## src/rtl/lsu_pkg.sv

```systemverilog
// rtl/lsu_pkg.sv - shared codes, state encoding and defaults for the load/store unit
package lsu_pkg;

    localparam int MEM_WORDS = 1024;

    localparam logic [2:0] F3_B  = 3'b000;
    localparam logic [2:0] F3_H  = 3'b001;
    localparam logic [2:0] F3_W  = 3'b010;
    localparam logic [2:0] F3_BU = 3'b100;
    localparam logic [2:0] F3_HU = 3'b101;

    localparam logic [1:0] MEM_IDLE = 2'b00;
    localparam logic [1:0] MEM_WORD = 2'b11;

    typedef enum logic [2:0] {
        ST_IDLE,
        ST_LOAD,
        ST_STORE,
        ST_RMW_RD,
        ST_RMW_WR
    } lsu_state_e;

    // Stores only have the signed-looking codes; the unsigned ones are load-only.
    function automatic logic funct3_legal(input logic is_load, input logic [2:0] f3);
        logic ok;
        ok = (f3 == F3_B) || (f3 == F3_H) || (f3 == F3_W);
        if (is_load) begin
            ok = ok || (f3 == F3_BU) || (f3 == F3_HU);
        end
        return ok;
    endfunction

endpackage

```

## src/rtl/lsu_align.sv

```systemverilog
// rtl/lsu_align.sv - load lane extraction and sub-word store merging
module lsu_align
    import lsu_pkg::*;
(
    input  logic [2:0]  funct3,
    input  logic [1:0]  byte_off,
    input  logic [31:0] rdata,
    input  logic [15:0] store_half,
    output logic [31:0] load_data,
    output logic [31:0] merged_word
);

    logic [7:0]  byte_lane;
    logic [15:0] half_lane;

    always_comb begin
        byte_lane = rdata[{byte_off, 3'b000} +: 8];
        half_lane = byte_off[1] ? rdata[31:16] : rdata[15:0];

        case (funct3)
            F3_B:    load_data = {{24{byte_lane[7]}}, byte_lane};
            F3_BU:   load_data = {24'h0, byte_lane};
            F3_H:    load_data = {{16{half_lane[15]}}, half_lane};
            F3_HU:   load_data = {16'h0, half_lane};
            default: load_data = rdata;
        endcase

        merged_word = rdata;
        if (funct3 == F3_B) begin
            merged_word[{byte_off, 3'b000} +: 8] = store_half[7:0];
        end else if (funct3 == F3_H) begin
            merged_word = byte_off[1] ? {store_half, rdata[15:0]} : {rdata[31:16], store_half};
        end
    end

endmodule

```

## src/rtl/load_store_unit.sv

```systemverilog
// rtl/load_store_unit.sv - MEM-stage load/store unit with read-modify-write for SB/SH
module load_store_unit #(
    parameter int MEM_WORDS = lsu_pkg::MEM_WORDS
) (
    input  logic        CLK,
    input  logic        RESET,
    input  logic        REQ_VALID,
    output logic        REQ_READY,
    input  logic        MEM_READ,
    input  logic        MEM_WRITE,
    input  logic [2:0]  FUNCT3,
    input  logic [31:0] ADDR,
    input  logic [31:0] STORE_DATA,
    output logic [31:0] LOAD_DATA,
    output logic        RESP_VALID,
    output logic        FAULT,
    output logic [1:0]  DM_READ,
    output logic [1:0]  DM_WRITE,
    output logic [31:0] DM_ADDR,
    output logic [31:0] DM_WDATA,
    input  logic [31:0] DM_RDATA
);
    import lsu_pkg::*;

    localparam logic [32:0] ADDR_LIMIT = 33'(MEM_WORDS) * 33'd4;

    lsu_state_e  state_q, state_d;
    logic [1:0]  byte_off_q, byte_off_d;
    logic [2:0]  funct3_q, funct3_d;
    logic [15:0] sdata_q, sdata_d;
    logic [31:0] load_data_q, load_data_d;
    logic        resp_valid_q, resp_valid_d;
    logic        fault_q, fault_d;
    logic [1:0]  dm_read_q, dm_read_d;
    logic [1:0]  dm_write_q, dm_write_d;
    logic [31:0] dm_addr_q, dm_addr_d;
    logic [31:0] dm_wdata_q, dm_wdata_d;

    logic [31:0] align_load;
    logic [31:0] align_merge;
    logic        is_half;
    logic        req_fault;

    lsu_align u_align (
        .funct3      (funct3_q),
        .byte_off    (byte_off_q),
        .rdata       (DM_RDATA),
        .store_half  (sdata_q),
        .load_data   (align_load),
        .merged_word (align_merge)
    );

    always_comb begin
        is_half   = (FUNCT3 == F3_H) || (FUNCT3 == F3_HU);
        req_fault = (MEM_READ && MEM_WRITE)
                 || !funct3_legal(MEM_READ, FUNCT3)
                 || (is_half && ADDR[0])
                 || ((FUNCT3 == F3_W) && (ADDR[1:0] != 2'b00))
                 || ({1'b0, ADDR} >= ADDR_LIMIT);
    end

    // Strobes and the response pulse default low; each state re-asserts what it needs next cycle.
    always_comb begin
        state_d      = state_q;
        byte_off_d   = byte_off_q;
        funct3_d     = funct3_q;
        sdata_d      = sdata_q;
        load_data_d  = load_data_q;
        resp_valid_d = 1'b0;
        fault_d      = 1'b0;
        dm_read_d    = MEM_IDLE;
        dm_write_d   = MEM_IDLE;
        dm_addr_d    = dm_addr_q;
        dm_wdata_d   = dm_wdata_q;

        case (state_q)
            ST_IDLE: begin
                if (REQ_VALID && (MEM_READ || MEM_WRITE)) begin
                    if (req_fault) begin
                        resp_valid_d = 1'b1;
                        fault_d      = 1'b1;
                        load_data_d  = 32'h0;
                    end else begin
                        byte_off_d = ADDR[1:0];
                        funct3_d   = FUNCT3;
                        sdata_d    = STORE_DATA[15:0];
                        dm_addr_d  = {ADDR[31:2], 2'b00};
                        if (MEM_READ) begin
                            state_d   = ST_LOAD;
                            dm_read_d = MEM_WORD;
                        end else if (FUNCT3 == F3_W) begin
                            state_d    = ST_STORE;
                            dm_write_d = MEM_WORD;
                            dm_wdata_d = STORE_DATA;
                        end else begin
                            state_d   = ST_RMW_RD;
                            dm_read_d = MEM_WORD;
                        end
                    end
                end
            end
            ST_LOAD: begin
                load_data_d  = align_load;
                resp_valid_d = 1'b1;
                state_d      = ST_IDLE;
            end
            ST_STORE: begin
                resp_valid_d = 1'b1;
                state_d      = ST_IDLE;
            end
            ST_RMW_RD: begin
                dm_wdata_d = align_merge;
                dm_write_d = MEM_WORD;
                state_d    = ST_RMW_WR;
            end
            ST_RMW_WR: begin
                resp_valid_d = 1'b1;
                state_d      = ST_IDLE;
            end
            default: state_d = ST_IDLE;
        endcase
    end

    always_ff @(posedge CLK or posedge RESET) begin
        if (RESET) begin
            state_q      <= ST_IDLE;
            byte_off_q   <= 2'b00;
            funct3_q     <= 3'b000;
            sdata_q      <= 16'h0;
            load_data_q  <= 32'h0;
            resp_valid_q <= 1'b0;
            fault_q      <= 1'b0;
            dm_read_q    <= MEM_IDLE;
            dm_write_q   <= MEM_IDLE;
            dm_addr_q    <= 32'h0;
            dm_wdata_q   <= 32'h0;
        end else begin
            state_q      <= state_d;
            byte_off_q   <= byte_off_d;
            funct3_q     <= funct3_d;
            sdata_q      <= sdata_d;
            load_data_q  <= load_data_d;
            resp_valid_q <= resp_valid_d;
            fault_q      <= fault_d;
            dm_read_q    <= dm_read_d;
            dm_write_q   <= dm_write_d;
            dm_addr_q    <= dm_addr_d;
            dm_wdata_q   <= dm_wdata_d;
        end
    end

    assign REQ_READY  = (state_q == ST_IDLE);
    assign LOAD_DATA  = load_data_q;
    assign RESP_VALID = resp_valid_q;
    assign FAULT      = fault_q;
    assign DM_READ    = dm_read_q;
    assign DM_WRITE   = dm_write_q;
    assign DM_ADDR    = dm_addr_q;
    assign DM_WDATA   = dm_wdata_q;

endmodule

```

## config.mk

```make
export PLATFORM = sky130hd
export DESIGN_NAME = load_store_unit
export DESIGN_NICKNAME = d
export VERILOG_FILES = /design/src/rtl/lsu_pkg.sv /design/src/rtl/lsu_align.sv /design/src/rtl/load_store_unit.sv
export SDC_FILE = /design/constraint.sdc
export NUM_CORES = 1
export LEC_CHECK = 0
export ABC_AREA = 0
export CORE_MARGIN = 10
export CORE_UTILIZATION = 45
export DETAILED_ROUTE_END_ITERATION = 6
export PLACE_DENSITY = 0.82
export SLEW_MARGIN = 20
export SYNTH_ARGS = -nofsm -noshare
export SYNTH_HDL_FRONTEND = slang
export SYNTH_SLANG_ARGS = --single-unit
```

## constraint.sdc

```tcl
create_clock -name CLK -period 6.44 [get_ports CLK]
set_input_delay 0.966 -clock CLK [delete_from_list [all_inputs] [get_ports CLK]]
set_output_delay 0.966 -clock CLK [all_outputs]
set_load 0.05 [all_outputs]
```

[Yosys cells after proc, flatten, opt, wreduce, memory -nomap -nowiden]
Index checks and enable logic that the tools add are counted.
Storage, ports and cells
  bits of input ports: 104
  word-level logic and storage cells: 93
  register bits: 124
Cells by class
  reduce and logical (&&, ||, !) cells: 26
  bitwise operators: 1
  shift-type cells: 3
  eq/ne operators: 16
  add/sub/neg operators: 1
  magnitude comparators: 1
  mux-type cells: 34
Operators with widths (number)
  2-to-1 mux 32 bit: 9
  case mux 32 bit (2 select lines): 2
  case mux 32 bit (4 select lines): 1
  bitwise mux 32 bit: 1
  >= comparator 32 x 13 -> 1 bit (second input constant): 1
  variable shift 8 x 7 -> 32 bit (first input constant): 1
  variable part select 32 x 6 -> 8 bit: 1
  variable part select 8 x 7 -> 32 bit: 1
  2-to-1 mux 2 bit: 10
  2-to-1 mux 16 bit: 1
  == test 3 bit (second input constant): 5
  logical OR 1 bit: 10
  == test 3 x 1 -> 1 bit (second input constant): 3
  == test 3 x 2 -> 1 bit (second input constant): 3
  zero test 3 bit: 3
  negator 5 -> 7 bit: 1
  2-to-1 mux 3 bit: 2
  inequality test 2 x 1 -> 1 bit (second input constant): 3
  case mux 3 bit (2 select lines): 1
  AND reduction 3 bit: 2
  nonzero test 2 bit: 3
  2-to-1 mux 1 bit: 5
  AND reduction 5 bit: 1
  logical AND 1 bit: 4
  other kinds (7): 8

[Depth between registers and ports, before layout]
Gate-level depths: netlist (run 1).
  depth in word-level cells: 14
  gate-level depth with buffers: 10
  depth with buffers taken out: 7

[Cells and area by module]
A second synthesis (run 1) with hierarchy kept.
Unflattened totals
  cells, all modules: 638
  area total of the unflattened synthesis: 6794.0 sq um
By module, submodules not included
  load_store_unit: instances 1, area an instance 5298.8 sq um, cells each 396
  lsu_align: instances 1, area an instance 1495.2 sq um, cells each 242

[Least setup slack after synthesis (run 1)]
Ideal clock, no wire load.
  path type: input to register
  start point: input port ADDR[30]
  end point: register dm_addr_q[10], in the netlist DM_ADDR[10]
  data arrival time: 2.483 ns
  path slack: 3.832 ns
  stages: 7
  cells stage by stage: nor4_2 > nand4_2 > nor3_1 > and3_1 > buf_4 > buf_6 > mux2_2
On the way
  cells in the longest elaborated chain, start to end: 4
Ends and longest elaborated chain
  start, declared: RTL line load_store_unit.sv:12  | input logic [31:0] ADDR,
  >= comparator 32 x 13 -> 1 bit: RTL line load_store_unit.sv:59  | || ({1'b0, ADDR} >= ADDR_LIMIT);
  logical OR 1 bit: RTL line load_store_unit.sv:59
  NOT 1 bit (no source line)
  AND reduction 3 bit (no source line)
  end signal, assigned: RTL line load_store_unit.sv:147  | dm_addr_q <= dm_addr_d;
  end, declared: RTL line load_store_unit.sv:36  | logic [31:0] dm_addr_q, dm_addr_d;
No other way between the ends.
A chain may end at the register's enable or synchronous reset.

[Worst setup path after layout (run 1)]
  start point: register byte_off_q[1]
  end point: register dm_wdata_q[16], in the netlist DM_WDATA[16]
On the way
  cells in the longest elaborated chain, start to end: 5
  elaborated cells on any way between the ends: 8
  those cells by class: add/sub: 1; shift: 2; mux: 5
Ends and longest elaborated chain
  start, declared: RTL line load_store_unit.sv:28  | logic [1:0] byte_off_q, byte_off_d;
  start signal, assigned: RTL line load_store_unit.sv:139  | byte_off_q <= byte_off_d;
  negator 5 -> 7 bit: RTL line lsu_align.sv:30  | merged_word[{byte_off, 3'b000} +: 8] = store_half[7:0];
  variable part select 8 x 7 -> 32 bit / variable shift 8 x 7 -> 32 bit (equally long branches): RTL line lsu_align.sv:30
  bitwise mux 32 bit: RTL line lsu_align.sv:30
  2-to-1 mux 32 bit (*): RTL line lsu_align.sv:29  | if (funct3 == F3_B) begin
  case mux 32 bit (2 select lines) (*): RTL line load_store_unit.sv:76  | case (state_q)
  end signal, assigned: RTL line load_store_unit.sv:148  | dm_wdata_q <= dm_wdata_d;
  end, declared: RTL line load_store_unit.sv:37  | logic [31:0] dm_wdata_q, dm_wdata_d;
Mark *: on every way between the ends. The rest lies on a longest branch, timed or not.

==> flow_summary.toml, run 1 <==
[die]
dieWidth_um = 141
fp.dieH_um = 141
rows = 44
initial_utilization_pct = 45.8
pin_count = 207
fp.coreArea_um2 = 14500
die-area_um2 = 20000

[outcome]
outcome = "finished, final reports clean"

[synth]
ys_ff_latch = 122
syn_area_um2 = 6630
synth_area_leaders = "dfrtp_1 (46%), a32oi_1 (5.6%), mux2i_1 (5.4%)"
synth-main-ff-cell = "dfrtp_1"
synth_cell_type_count = 58
yosysTopAreaCellShare_pct = 46.1
async_flop_share_pct = 100
seq_area_frac_synth_pct = 46.1
ys_warn_count = 0
synth_area_per_cell_um2 = 10.1
netlist_instances = 656
synth-edff-count = 0
yosys.area.top_type = "dfrtp_1"

[timing]
finalCritPeriodShare_pct = 54.2
worst_slew_pin_slew_ps = 1130
fin_setup_tns_ps = 0
grt_setup_unrepaired = "no"
max_freq_mhz = 286
fin_skew_ps = 6.52
finalHoldViolations = 0
drv_slew = 0
min_period_ps = 3490
setup_violations = 0
slew_headroom_pct = 23.7

[cells_and_area]
syn2layout_area_growth_pct = 40.5
nets = 934
fin_area_um2 = 9310
antenna_cells = 0
stdcell_count = 1022
drive_above_1_share_pct = 11.7
fin_util_pct = 64.3
nFillCells = 1171

[drt]
antenna_left = 0
drt-initial-drc-count = 688
vias = 6134
via_per_inst = 6.00
drc_errors = 0
drt_wl_total_um = 22400
first_pass_iters = 5
wl_per_cell_um = 21.9

[clocking]
cts.sinks = 122
clkTransAtPathRegs_ps = 60
cts_root_buf = "clkbuf_16"
cts_tree = "yes"
clk_latency_ps = 410
cts-resized-gates = 0
hold_buffers = 0
post-cts-setup-buffers = 0
ctsHtreeMaxLevel = 4
cts_inserted_buffers = 17
cts_buffer_depth = 2

[global_routing]
overflow = 0
antenna_found_initial = 0
grt_pass1_wl_um = 34000
grt_usage_pct = 21.4
grt_max_degree = 77
first_global_vias = 6027

[hold_path]
hold_class = "flip-flop to flip-flop"

[critical_path]
r2r_end = "DM_WDATA[16]"
crit_arrival_ps = 3830
crit_end = "DM_WDATA[16]"
cp_data_required_time_ps = 6780
critPathKind = "flip-flop to flip-flop"
crit_path_start_kind = "flip-flop"
crit_fanout = 64
end_kind = "flip-flop"
rr_startpoint = "byte_off_q[1]"
r2r_cells = 9
cp-startpoint = "byte_off_q[1]"
r2r_slack_ps = 2950

[power]
p_leak_nw = 3.93
p_clk_share_pct = 53.0
internal_power_mw = 1.53
switchingPower_uw = 405
peakVddDrop_mv = 0.168
swShare_pct = 20.9
pwr-share-comb_pct = 7.4
power.density_nw_per_um2 = 208
power_frac_seq_pct = 39.6

[placement]
hpwlAfterDp_um = 15800
dpl_cell_area_um2 = 8660
place_congestion = 0.952
portBuffers = 204
placed_cells = 990

[flow_run]
cap_violations = 0
-- metrics by stage --
stage	power, mW	hold slack [ps]	worst slack [ps]
floorplan	0.830	499	2230
global placement	0.920	461	2990
detailed placement	0.922	466	2930
CTS	1.95	477	3070
global route	1.99	482	2790
finish	1.94	472	2950
-- logic make-up (layout without fill, tap and decap cells) --
family	after synthesis	in the layout	synth area share [%]
fa+ha+maj	6	6	1.10
mux	71	71	12.1
simple gates	178	178	14.5
buf+inv	79	260	5.68
flops	122	122	46.1
other cells	1	2	0.0566
compound gates	199	199	20.5
-- cells in the final DEF (no fill, tap or decap), types with 20 or more instances in the layout --
cell type | synthesis | routed
a32oi_1 | 42 | 42
clkdlybuf4s50_1 | 0 | 204
dfrtp_1 | 122 | 122
mux2_2 | 30 | 30
mux2i_1 | 36 | 36
nand2_1 | 55 | 55
nor2_1 | 30 | 30
nor2b_1 | 22 | 22
nor3_1 | 20 | 20
o21ai_0 | 47 | 47
o21ai_1 | 29 | 29
-- registers in the layout, indices dropped and copies added (netlist names) --
name	count
DM_ADDR	30
DM_READ	1
DM_WDATA	32
DM_WRITE	1
FAULT	1
LOAD_DATA	32
RESP_VALID	1
byte_off_q	2
funct3_q	3
sdata_q	16
state_q	3
-- cell type report --
class	count	area, µm²	share of cell area [%]
inverter	14	55.1	0.591
multi-input combinational	456	3210	34.5
sequential	122	3050	32.8
clock buffer	27	543	5.83
clock inverter	5	103	1.10
tap	184	230	2.47
timing repair buffer	214	2120	22.7
-- worst min-delay path by stage --
stage	cells after the start	endpoint	start	slack (ps)
after global routing	1	LOAD_DATA[14]	LOAD_DATA[14]	480
final	1	LOAD_DATA[14]	LOAD_DATA[14]	470
after floorplan	1	sdata_q[10]	sdata_q[10]	500
after detailed placement	1	LOAD_DATA[14]	LOAD_DATA[14]	470
after global placement	1	LOAD_DATA[12]	LOAD_DATA[12]	460
after CTS	1	LOAD_DATA[14]	LOAD_DATA[14]	480
-- power by group through the flow --
| stage | registers, mW | clock network, mW | logic (mW) |
|---|---|---|---|
| 6_report | 0.768 | 1.03 | 0.143 |
| 5_1_grt | 0.768 | 1.07 | 0.151 |
| 4_1_cts | 0.768 | 1.04 | 0.142 |
| 3_5_place_dp | 0.782 | 0 | 0.140 |
| 3_3_place_gp | 0.782 | 0 | 0.138 |
| 2_1_floorplan | 0.785 | 0 | 0.0453 |
-- synthesized netlist by cell type (all sizes together) (2+ instances only) --
library cell,instances
dfrtp,122
o21ai,76
nand2,55
a32oi,42
clkbuf,39
mux2i,36
mux2,31
nor2,31
buf,26
nor2b,22
nor3,21
a21oi,20
nand3,17
a221o,16
inv,13
a21o,8
o211ai,7
nor4,6
or2,6
ha,5
o22ai,5
a22o,4
a22oi,4
a31oi,4
mux4,4
o2bb2ai,4
or3b,4
a221oi,3
and2,2
and3b,2
nand4,2
nor4bb,2
o311ai,2
-- layer usage --
layer,part of all wire (%),wire [µm],vias up,GRT usage (%)
met2,46,10300,381,32.7
li1,-,-,2787,-
met1,39,8740,2908,26.7
met5,0,0,-,0
met3,12,2580,58,7.48
met4,3.6,795,0,9.29
-- critical path, cell delays in order, from the launching register on --
cell and delay, ps:
dfrtp_1 330, buf_4 490, clkinv_1 140, buf_4 280, ha_1 440, nor4bb_1 980, a32oi_1 230, a32oi_1 270
nand2_1 100, o21ai_1 100
Power figures use the tool's default switching activity.
==> inputs of run 2 (changes only) <==
--- a/config.mk
+++ b/config.mk
@@ -7,7 +7,7 @@
 export LEC_CHECK = 0
 export ABC_AREA = 0
 export CORE_MARGIN = 10
-export CORE_UTILIZATION = 45
+export CORE_UTILIZATION = 43
 export DETAILED_ROUTE_END_ITERATION = 6
 export PLACE_DENSITY = 0.82
 export SLEW_MARGIN = 20
==> constraint.sdc (replaced) <==
create_clock -name CLK -period 3 [get_ports CLK]
set_input_delay 0.45 -clock CLK [delete_from_list [all_inputs] [get_ports CLK]]
set_output_delay 0.45 -clock CLK [all_outputs]
set_load 0.05 [all_outputs]
==> flow_summary.toml, run 2 (synthesized netlist as in run 1, its figures left out) <==
[outcome]
outcome = "finished, violations left"
violations = "DRC"

[placement]
hpwlAfterDp_um = 16400
portBuffers = 204
place_ws_ps = 151
dpl_cell_area_um2 = 8810
place_congestion = 0.970

[critical_path]
rr_startpoint = "byte_off_q[1]"
slowest_stage = "nor4bb_1"
critPathKind = "flip-flop to flip-flop"
critPathMaxStageDelay_ps = 640
crit_arrival_ps = 2900
end_kind = "flip-flop"
crit_top_cell = "buf_4"
cp_data_required_time_ps = 3340
worstPathCellList = "clkinv_1, buf_4, ha_1, nor4bb_1, buf_4, a32oi_1, nand2_1, nand3_1, o21ai_1"
crit_path_start_kind = "flip-flop"
crit_fanout = 35
cp-startpoint = "byte_off_q[1]"

[power]
p_leak_nw = 4.00
power.total_mw = 4.15
power.density_nw_per_um2 = 439
peakVddDrop_mv = 0.346

[die]
dieWidth_um = 144
initial_utilization_pct = 43.8
pin_count = 207
fp.dieH_um = 144
rows = 45
die-area_um2 = 20800
fp.coreArea_um2 = 15100

[timing]
layout_setup_ws_ps = 442
grt_setup_unrepaired = "no"
max_freq_mhz = 391
slew_headroom_pct = 48.4
finalHoldViolations = 0
finalCritPeriodShare_pct = 85.3
fin_skew_ps = 10.9
min_period_ps = 2560
worst_slew_pin_slew_ps = 763
setup_violations = 0
fin_setup_tns_ps = 0
drv_slew = 0

[clocking]
cts_tree = "yes"
ctsHtreeMaxLevel = 4
cts_buffer_depth = 2
clkTransAtPathRegs_ps = 60
cts_root_buf = "clkbuf_16"
hold_buffers = 0
cts.sinks = 122
post-cts-setup-buffers = 0
cts-resized-gates = 0
clk_latency_ps = 420
cts_inserted_buffers = 17

[drt]
drt-initial-drc-count = 798
vias = 6158
drc_errors = 3
wl_per_cell_um = 21.4
antenna_left = 0
first_pass_iters = 7
via_per_inst = 5.93
drt_wl_total_um = 22200

[global_routing]
grt_pass1_wl_um = 34400
antenna_found_initial = 0
grt_max_degree = 64
first_global_vias = 6122
overflow = 0
grt_usage_pct = 21.2

[cells_and_area]
fin_area_um2 = 9450
syn2layout_area_growth_pct = 42.6
antenna_cells = 0
fin_util_pct = 62.4
layout_common_cells = "clkdlybuf4s50_1 (204), dfrtp_1 (122), nand2_1 (55), o21ai_0 (47), a32oi_1 (42)"
drive_above_1_share_pct = 13.1
final_common_cell = "clkdlybuf4s50_1"
nets = 946

[hold_path]
hold_start = "LOAD_DATA[9]"
hold_class = "flip-flop to flip-flop"

[flow_run]
cap_violations = 0
-- run 2: final timing paths --
check                      cells after the start  slack [ps]       endpoint
max in group asynchronous                      3        1820  LOAD_DATA[20]
setup / recovery                               9         440    DM_WDATA[7]
setup reg to reg                               9         440    DM_WDATA[7]
hold reg to reg                                1         470   LOAD_DATA[9]
hold / removal                                 1         470   LOAD_DATA[9]
min in group asynchronous                      3         480    DM_ADDR[26]
-- run 2: worst max-delay path: cells and delay by family, from the launching register on --
family                   cells  cell delay [ps]
AND/OR/NAND/NOR              3              850
buffers and inverters        3              690
flip-flops                   1              380
adder cells (fa/ha/maj)      1              310
AO/OA/AOI/OAI                2              240
-- run 2: routing by layer --
metal,track usage [%],vias up,routed length (µm)
li1,-,2804,-
met4,8.78,0,724
met5,0,-,0
met3,8.43,70,2810
met1,26.0,2890,8500
met2,32.5,394,10200
-- run 2: report_power, final --
group | switching [mW] | total, mW | internal [mW]
Combinational | 0.149 | 0.313 | 0.164
Clock | 0.736 | 2.19 | 1.45
Sequential | 0.000422 | 1.65 | 1.65
Total | 0.885 | 4.15 | 3.26
-- run 2: layout make-up --
type                    instances  area, µm²
multi-input cells             456       3210
clock buffers                  21        470
flip-flops and latches        122       3050
fillers                      1215       5700
repair buffers                226       2260
clock inverters                11        168
inverters                      14       56.3
well taps                     188        235
-- run 2: per-stage QoR --
step,hold WS [ps],std cells
floorplan,499,657
global placement,462,1006
detailed placement,468,1006
CTS,477,1038
global route,498,1038
finish,474,1038
